$ cat src/rtl/mem_pkg.sv
// Shared types and constants for the memory-access stage: operation and
// state encodings, byte-enable masks and small decode helpers.
package mem_pkg;

  typedef enum logic [3:0] {
    MEM_NONE,
    MEM_LB,
    MEM_LH,
    MEM_LW,
    MEM_LBU,
    MEM_LHU,
    MEM_SB,
    MEM_SH,
    MEM_SW
  } mem_op_t;

  typedef enum logic [1:0] {
    IDLE,
    REQ,
    WAIT
  } mem_state_t;

  localparam logic [3:0] BE_B = 4'b0001;
  localparam logic [3:0] BE_H = 4'b0011;
  localparam logic [3:0] BE_W = 4'b1111;

  function automatic logic is_store(input mem_op_t op);
    return (op == MEM_SB) || (op == MEM_SH) || (op == MEM_SW);
  endfunction

  // Halfword lanes are chosen by addr[1] alone; words ignore the low bits.
  function automatic logic [3:0] be_mask(input mem_op_t op, input logic [1:0] lo);
    logic [3:0] m;
    case (op)
      MEM_LB, MEM_LBU, MEM_SB: m = BE_B << lo;
      MEM_LH, MEM_LHU, MEM_SH: m = BE_H << {lo[1], 1'b0};
      MEM_LW, MEM_SW:          m = BE_W;
      default:                 m = '0;
    endcase
    return m;
  endfunction

  function automatic logic is_misaligned(input mem_op_t op, input logic [1:0] lo);
    logic mis;
    case (op)
      MEM_LH, MEM_LHU, MEM_SH: mis = lo[0];
      MEM_LW, MEM_SW:          mis = (lo != 2'b00);
      default:                 mis = 1'b0;
    endcase
    return mis;
  endfunction

endpackage

$ cat src/rtl/load_align.sv
// Load-data lane selection and sign/zero extension for the memory stage.
module load_align
  import mem_pkg::*;
#(
  parameter int unsigned XLEN = 32
) (
  input  mem_op_t         i_op,
  input  logic [1:0]      i_addr_lo,
  input  logic [XLEN-1:0] i_rdata,
  output logic [XLEN-1:0] o_data
);

  logic [7:0]  w_byte;
  logic [15:0] w_half;

  always_comb begin
    case (i_addr_lo)
      2'd0:    w_byte = i_rdata[7:0];
      2'd1:    w_byte = i_rdata[15:8];
      2'd2:    w_byte = i_rdata[23:16];
      default: w_byte = i_rdata[31:24];
    endcase
    w_half = i_addr_lo[1] ? i_rdata[31:16] : i_rdata[15:0];
  end

  always_comb begin
    case (i_op)
      MEM_LB:  o_data = {{(XLEN-8){w_byte[7]}}, w_byte};
      MEM_LBU: o_data = {{(XLEN-8){1'b0}}, w_byte};
      MEM_LH:  o_data = {{(XLEN-16){w_half[15]}}, w_half};
      MEM_LHU: o_data = {{(XLEN-16){1'b0}}, w_half};
      default: o_data = i_rdata;
    endcase
  end

endmodule

$ cat src/rtl/mem_stage.sv
// Memory-access stage: issues loads/stores on a req/gnt/rvalid bus and emits
// one writeback pulse per instruction. Optional PAKRV_MEM_MISALIGN_TRAP_EN adds
// the wb_misalign trap output instead of truncating misaligned addresses.
module mem_stage
  import mem_pkg::*;
#(
  parameter int unsigned XLEN   = 32,
  parameter int unsigned REG_AW = 5
) (
  input  logic              clk,
  input  logic              rst_n,
  input  logic              ex_valid,
  output logic              ex_ready,
  input  mem_op_t           ex_mem_op,
  input  logic [XLEN-1:0]   ex_result,
  input  logic [XLEN-1:0]   ex_store_data,
  input  logic [REG_AW-1:0] ex_rd,
  input  logic              ex_rd_we,
  output logic              dmem_req,
  output logic              dmem_we,
  output logic [XLEN-1:0]   dmem_addr,
  output logic [3:0]        dmem_be,
  output logic [XLEN-1:0]   dmem_wdata,
  input  logic              dmem_gnt,
  input  logic              dmem_rvalid,
  input  logic [XLEN-1:0]   dmem_rdata,
  output logic              wb_valid,
  output logic [REG_AW-1:0] wb_rd,
  output logic              wb_rd_we,
`ifdef PAKRV_MEM_MISALIGN_TRAP_EN
  output logic              wb_misalign,
`endif
  output logic [XLEN-1:0]   wb_data
);

  mem_state_t        r_state;
  mem_state_t        w_next_state;

  mem_op_t           r_op;
  logic [1:0]        r_addr_lo;
  logic [REG_AW-1:0] r_rd;
  logic              r_rd_we;

  logic              r_dmem_we;
  logic [XLEN-1:0]   r_dmem_addr;
  logic [3:0]        r_dmem_be;
  logic [XLEN-1:0]   r_dmem_wdata;

  logic              r_wb_valid;
  logic [REG_AW-1:0] r_wb_rd;
  logic              r_wb_rd_we;
  logic [XLEN-1:0]   r_wb_data;

  logic              w_xfer;
  logic              w_is_mem;
  logic              w_misal;
  logic              w_issue;
  logic              w_store_done;
  logic              w_load_done;
  logic [XLEN-1:0]   w_wdata;
  logic [XLEN-1:0]   w_load_data;

  assign w_xfer   = ex_valid && ex_ready;
  assign w_is_mem = (ex_mem_op != MEM_NONE);

`ifdef PAKRV_MEM_MISALIGN_TRAP_EN
  assign w_misal = is_misaligned(ex_mem_op, ex_result[1:0]);
`else
  assign w_misal = 1'b0;
`endif

  assign w_issue      = w_xfer && w_is_mem && !w_misal;
  assign w_store_done = (r_state == REQ) && dmem_gnt && is_store(r_op);
  assign w_load_done  = (r_state == WAIT) && dmem_rvalid;

  always_comb begin
    case (ex_mem_op)
      MEM_SB:  w_wdata = {4{ex_store_data[7:0]}};
      MEM_SH:  w_wdata = {2{ex_store_data[15:0]}};
      default: w_wdata = ex_store_data;
    endcase
  end

  load_align #(
    .XLEN(XLEN)
  ) u_load_align (
    .i_op      (r_op),
    .i_addr_lo (r_addr_lo),
    .i_rdata   (dmem_rdata),
    .o_data    (w_load_data)
  );

  always_ff @(posedge clk or negedge rst_n) begin
    if (!rst_n) r_state <= IDLE;
    else        r_state <= w_next_state;
  end

  always_comb begin
    w_next_state = r_state;
    case (r_state)
      IDLE:    if (w_issue) w_next_state = REQ;
      REQ:     if (dmem_gnt) w_next_state = is_store(r_op) ? IDLE : WAIT;
      WAIT:    if (dmem_rvalid) w_next_state = IDLE;
      default: w_next_state = IDLE;
    endcase
  end

  // Request derives from the state register so reset removes it immediately.
  always_comb begin
    ex_ready = (r_state == IDLE);
    dmem_req = (r_state == REQ);
  end

  always_ff @(posedge clk or negedge rst_n) begin
    if (!rst_n) begin
      r_op         <= MEM_NONE;
      r_addr_lo    <= '0;
      r_rd         <= '0;
      r_rd_we      <= 1'b0;
      r_dmem_we    <= 1'b0;
      r_dmem_addr  <= '0;
      r_dmem_be    <= '0;
      r_dmem_wdata <= '0;
    end else if (w_issue) begin
      r_op         <= ex_mem_op;
      r_addr_lo    <= ex_result[1:0];
      r_rd         <= ex_rd;
      r_rd_we      <= ex_rd_we;
      r_dmem_we    <= is_store(ex_mem_op);
      r_dmem_addr  <= {ex_result[XLEN-1:2], 2'b00};
      r_dmem_be    <= be_mask(ex_mem_op, ex_result[1:0]);
      r_dmem_wdata <= w_wdata;
    end
  end

  always_ff @(posedge clk or negedge rst_n) begin
    if (!rst_n) begin
      r_wb_valid <= 1'b0;
      r_wb_rd    <= '0;
      r_wb_rd_we <= 1'b0;
      r_wb_data  <= '0;
    end else begin
      r_wb_valid <= 1'b0;
      if (w_xfer && !w_is_mem) begin
        r_wb_valid <= 1'b1;
        r_wb_rd    <= ex_rd;
        r_wb_rd_we <= ex_rd_we;
        r_wb_data  <= ex_result;
      end else if (w_xfer && w_misal) begin
        r_wb_valid <= 1'b1;
        r_wb_rd    <= ex_rd;
        r_wb_rd_we <= 1'b0;
        r_wb_data  <= ex_result;
      end else if (w_store_done) begin
        r_wb_valid <= 1'b1;
        r_wb_rd    <= r_rd;
        r_wb_rd_we <= 1'b0;
        r_wb_data  <= '0;
      end else if (w_load_done) begin
        r_wb_valid <= 1'b1;
        r_wb_rd    <= r_rd;
        r_wb_rd_we <= r_rd_we;
        r_wb_data  <= w_load_data;
      end
    end
  end

`ifdef PAKRV_MEM_MISALIGN_TRAP_EN
  logic r_wb_misalign;

  always_ff @(posedge clk or negedge rst_n) begin
    if (!rst_n) r_wb_misalign <= 1'b0;
    else        r_wb_misalign <= w_xfer && w_misal;
  end

  assign wb_misalign = r_wb_misalign;
`endif

  assign dmem_we    = r_dmem_we;
  assign dmem_addr  = r_dmem_addr;
  assign dmem_be    = r_dmem_be;
  assign dmem_wdata = r_dmem_wdata;
  assign wb_valid   = r_wb_valid;
  assign wb_rd      = r_wb_rd;
  assign wb_rd_we   = r_wb_rd_we;
  assign wb_data    = r_wb_data;

endmodule

$ cat config.mk
export PLATFORM = sky130hd
export DESIGN_NAME = mem_stage
export DESIGN_NICKNAME = d
export VERILOG_FILES = /design/src/rtl/mem_pkg.sv /design/src/rtl/load_align.sv /design/src/rtl/mem_stage.sv
export SDC_FILE = /design/constraint.sdc
export NUM_CORES = 1
export LEC_CHECK = 0
export ABC_CLOCK_PERIOD_IN_PS = 1900
export CAP_MARGIN = 20
export CORE_MARGIN = 2
export CORE_UTILIZATION = 40
export DETAILED_ROUTE_END_ITERATION = 12
export DONT_BUFFER_PORTS = 1
export PLACE_DENSITY = 0.56
export SYNTH_ARGS = -nofsm -noshare
export SYNTH_HDL_FRONTEND = slang
export SYNTH_SLANG_ARGS = --single-unit
export TNS_END_PERCENT = 5
$ cat constraint.sdc
create_clock -name clk -period 1.9 [get_ports clk]
set_input_delay 0.19 -clock clk [delete_from_list [all_inputs] [get_ports clk]]
set_output_delay 0.19 -clock clk [all_outputs]
set_load 0.005 [all_outputs]
Word-level counts from Yosys, hierarchy flattened
Index checks and enable logic that the tools add are counted.
{ "word_totals": {"ff_bits": 120, "inputBits": 111, "out_inout_bits": 110, "elab_cells": 78} }
{ "op_classes": {"eq_ne": 22, "shifts": 2, "n_mux": 22, "reduce_logical": 19} }
{ "ops": {"columns": ["op", "n"], "rows": [
  ["32-bit case mux with 4 select lines", 1],
  ["32-bit two-way mux", 3],
  ["32-bit case mux with 2 select lines", 1],
  ["4-bit by 3-bit == test with 1-bit output, second input constant", 8],
  ["8-bit case mux with 3 select lines", 1],
  ["16-bit two-way mux", 1],
  ["5-bit two-way mux", 3],
  ["4-bit by 2-bit == test with 1-bit output, second input constant", 3],
  ["4-bit case mux with 3 select lines", 1],
  ["4-bit by 1-bit == test with 1-bit output, second input constant", 2],
  ["4-bit == test, second input constant", 2],
  ["2-bit two-way mux", 4],
  ["1-bit logical AND", 6],
  ["1-bit two-way mux", 6],
  ["2-bit case mux with 3 select lines", 1],
  ["3-bit OR reduction", 2],
  ["2-bit by 1-bit == test with 1-bit output, second input constant", 2],
  ["2-bit == test, second input constant", 2],
  ["2-bit logical NOT", 2],
  ["1-bit logical OR", 4],
  ["2-bit by 1-bit inequality test with 1-bit output, second input constant", 2],
  ["4-bit nonzero test", 1],
  ["1-bit by 2-bit left shift with 4-bit output, first input constant", 1],
  ["2-bit by 2-bit left shift with 4-bit output, first input constant", 1],
  ["other kinds (5)", 5]
]} }

Longest topological paths before layout
{ "depth": {"ltp_word": 6, "mapped_depth": 8, "depth_no_buf": 5} }

Modules after synthesis
From an unflattened synthesis, not the netlist that was laid out.
{ "unflattened": {"cells_unflattened": 657, "hier_area_um2": 6283.5} }
{ "modules_own_cells": {"columns": ["mod", "n_inst", "cells_per_inst", "area_each_um2", "seq_area_each_um2"], "rows": [
  ["mem_stage", 1, 564, 5462.7, 3002.9],
  ["load_align", 1, 93, 820.8, 0.0]
]} }

Worst setup path before layout
Ideal clock, no wire load.
{ "synth_path": {"kind": "register to register", "startpoint": "register r_state[1]", "endpoint": "register r_wb_data[16] (netlist: wb_data[16])", "setup_ns": 0.077, "arrival_time_ns": 1.659, "required_time_ns": 1.823, "path_slack_ns": 0.163, "stages_incl_launch_ff": 7, "path_buffers": 2, "period_less_slack_ns": 1.737, "path_cell_list": "dfrtp_1 > or3b_2 > nor3_2 > buf_2 > buf_4 > nand2_1 > a21oi_1"} }
{ "synth_via": {"elab_chain_cells": 5, "word_cells_on_any_way": 11, "cone_classes": "2 x eq/ne; 2 x mux; 7 x reduce/logical"} }
{ "synth_rtl": {"columns": ["element", "line", "rtl"], "rows": [
  ["start, declared", "mem_stage.sv:36", "mem_state_t r_state;"],
  ["start signal, assigned", "mem_stage.sv:95", "else r_state <= w_next_state;"],
  ["2-bit by 1-bit == test with 1-bit output", "mem_stage.sv:73", "assign w_store_done = (r_state == REQ) && dmem_gnt && is_store(r_op);"],
  ["1-bit logical AND (2 in a row)", "mem_stage.sv:73", null],
  ["32-bit two-way mux", "mem_stage.sv:154", "end else if (w_store_done) begin"],
  ["32-bit two-way mux", "mem_stage.sv:144", "if (w_xfer && !w_is_mem) begin"],
  ["end signal, assigned", "mem_stage.sv:148", "r_wb_data <= ex_result;"],
  ["end signal, assigned", "mem_stage.sv:153", "r_wb_data <= ex_result;"],
  ["end signal, assigned", "mem_stage.sv:163", "r_wb_data <= w_load_data;"],
  ["end, declared", "mem_stage.sv:52", "logic [XLEN-1:0] r_wb_data;"]
]} }
Several ways; a longest one is shown, not always the timed one.
A chain may end at the register's enable or synchronous reset.

Final worst setup path
{ "layout_path": {"startpoint": "register r_op[2]", "endpoint": "register r_wb_data[26] (netlist: wb_data[26])"} }
{ "layout_via": {"elab_chain_cells": 6, "word_cells_on_any_way": 15, "cone_classes": "7 x eq/ne; 4 x mux; 4 x reduce/logical"} }
{ "layout_rtl": {"columns": ["element", "line", "rtl"], "rows": [
  ["start, declared", "mem_stage.sv:39", "mem_op_t r_op;"],
  ["start signal, assigned", "mem_stage.sv:125", "r_op <= ex_mem_op;"],
  ["branches (longest 6 deep; another with 32-bit case mux with 4 select lines)", null, null]
]} }
Parallel ways; which one is timed is not known. The select of a mux whose other input is x is not followed.

==> reports/results.ini <==
[power_and_ir_drop]
vdd_drop_max_mv = 0.655
powerDensity_nw_per_um2 = 1530
p_leak_nw = 3.65

[floorplan]
die_area_um2 = 15800
die_h_um = 126
core_um2 = 14500
initial_utilization = 0.409
ios = 221
num_rows = 44
chipWidth_um = 126

[global_routing]
grt.overflow.total = 0
antenna_found_initial = 0
grt_pass1_wl_um = 30500
grt_pass1_vias = 5492
grt_usage = 0.246
grt_max_degree = 121

[yosys]
synth.lib_cells_used.distinct = 48
yosys.area.top_type_share = 0.507
yosys_warnings = 0
synth_compound_area_frac = 0.120
synthTopCellsByArea = dfrtp_1 51%, nand2_1 13%, nor2_1 4.6%
synth-simple-area-share = 0.250
syn_inst = 672
yosys_register_bits = 120
synth_top_cell_by_area = dfrtp_1
syn_area_um2 = 5920
synth_top_family_by_area = simple AND/OR/NAND/NOR gates
yosys-mux-area-fraction = 0.0765
synth_fa_ha_area_frac = 0
synth_xor_area_frac = 0.00148
ys_seq_area_frac = 0.507
avgSynthCellArea_um2 = 8.81

[timing]
setup_slack_ns = 0.00647
worst_slew_pin_slew_ns = 0.638
drv_slew = 0
clock.fmax_mhz = 528
hold_viol = 120
setup_violations = 0
setup-tns-final_ns = 0
period_minus_slack_ns = 1.89
clock_skew_ns = 0.00888
rsz0062_at_grt = true
slew_headroom = 0.571
whs_ns = -0.531
fin_crit_sh = 0.997

[final_layout]
n_fill_cell = 1289
diodes = 0
drive_gt1_frac = 0.125
mostFrequentLayoutCell = nand2_1
areaGrowthSynthToFinish_pct = 33.6
mostFrequentLayoutCells = 209 x nand2_1, 120 x dfrtp_1, 94 x dlygate4sd3_1
nets = 893
final_area_um2 = 7910
final_cell_count_no_fill = 976
fin_util = 0.547

[critical_path]
arrival_ns = 2.20
critical_path.top_delay_family = compound AO/OA/AOI/OAI gates
crit_fanout = 12
crit_buf_inv = 1
crit_slowest_cell = dfrtp_1
critical_path_required_ns = 2.21
crit_path_end_kind = flip-flop
path_class = flip-flop to flip-flop
cpPeakStageDelay_ns = 0.42
cp_cell_sequence = buf_4 -> or3b_1 -> o21ai_1 -> o21a_2 -> or3_1 -> a21oi_1
startpoint_type = flip-flop

[routing]
first_iter_violations = 374
drc = 0
antenna_left = 0
post_drt_wl_per_cell_um = 19.8
routed_wl_um = 19300
via_count = 5396
firstDrtPassIters = 5
post_drt_via_cell_ratio = 5.53

[placement]
port_buffers = 0
postPlaceCellArea_um2 = 6350
hpwlAfterDp_um = 12800
dp.cells = 852
place.gp.congestion = 0.848
place_ws_ns = 0.0366

[status]
status = complete, but fails checks
violations = hold timing

[cts]
clkLatencyLatePin_ns = 0.42
clock_sinks = 120
path_clk_slew_ns = 0.06
htreeDepth = 4
clockBufferDepth = 2
root_buffer = clkbuf_16
cts_buffers = 17
cts_hold_buf = 94
cts_tree = done

[job]
cap_viol_max_count = 0

[min_path]
worst_hold_path_type = primary input to async pin

-- per-layer routing --
layer / global-route usage / vias to the layer above / part of all wire
met1: 0.319 / 2634 / 0.41
met2: 0.387 / 246 / 0.47
met4: 0.0824 / 0 / 0.020
met5: 0 / - / 0
met3: 0.0884 / 26 / 0.097
li1: - / 2490 / -
-- report_power, final --
group	leakage [nW]	internal (W)	switching [W]
registers	1.46	0.00383	0.00109
clock network	0.269	0.00196	0.00115
logic	1.92	0.00188	0.00221
-- worst register-to-register path: cells and delay by family, from the launching register on --
kind,cells,cell delay (ns)
buffers and inverters,1,0.20
AOI/OAI and AO/OA,3,0.58
and+or+nand+nor,2,0.59
DFF,1,0.42
-- synthesized netlist by cell type (all sizes together) --
cell type  number
a211oi          4
a21oi          35
a221o           4
a22o            6
a22oi           1
a31oi           7
and3b           2
and4bb          1
buf            32
clkbuf         11
conb            1
dfrtp         120
inv             9
mux2            2
mux2i          25
mux4            8
nand2         211
nand2b          5
nand3           2
nand3b          4
nor2           74
nor2b           4
nor3            5
nor3b           4
nor4           12
nor4b           1
o211ai          3
o21a            2
o21ai          42
o21bai          4
o22ai           8
o31ai           1
o32ai           1
or2             1
or3            17
or3b            2
xnor2           1
-- kinds of logic (layout without fill, tap and decap cells) --
| kind of cell | after synthesis | in the layout |
|---|---|---|
| XOR/XNOR | 1 | 1 |
| buffers and inverters | 52 | 170 |
| multiplexers | 35 | 35 |
| other | 1 | 2 |
| AO/OA/AOI/OAI | 118 | 119 |
| AND/OR/NAND/NOR | 345 | 345 |
| flip-flops | 120 | 120 |
-- flip-flops by register name, indices dropped and copies added (netlist names), 2 cells and up --
signal	flops
dmem_wdata	32
wb_data	32
dmem_addr	30
r_rd	5
wb_rd	5
dmem_be	4
r_op	4
r_addr_lo	2
r_state	2
-- final cells by class --
class / count / area, um^2 / share of cell area
Sequential cell: 120 / 3000 / 0.379
Multi-Input combinational cell: 502 / 2750 / 0.347
Timing Repair Buffer: 132 / 1340 / 0.170
Clock buffer: 20 / 457 / 0.0577
Tap cell: 184 / 230 / 0.0291
Clock inverter: 9 / 103 / 0.0130
Inverter: 9 / 33.8 / 0.00427
-- final timing paths --
kind                                         from        endpoint  slack [ns]  cells after the start
max in group asynchronous                   rst_n        wb_rd[1]        2.28                      0
min in group clk                ex_store_data[11]  dmem_wdata[11]        0.01                      2
worst max-delay path                      r_op[2]     wb_data[26]       0.006                      6
worst min-delay path                        rst_n      wb_data[1]       -0.53                      0
worst max register to register            r_op[2]     wb_data[26]       0.006                      6
worst min register to register            r_rd[0]         r_rd[0]        0.48                      2
-- what timing repair did --
action | 4_1_cts | 5_1_grt
resized for setup | 0 | 15
buffers inserted | 0 | 0
endpoints found under the hold margin | 234 | 120
endpoints found under the setup margin | 0 | 36
-- stage by stage --
stage | power [W] | hold slack, ns
after floorplan | 0.00731 | -0.106
after global placement | 0.00853 | -0.0993
after detailed placement | 0.00872 | -0.0995
after CTS | 0.0121 | -0.550
after global routing | 0.0130 | -0.555
final | 0.0121 | -0.531
No activity file was read; power rests on OpenSTA's default activity.
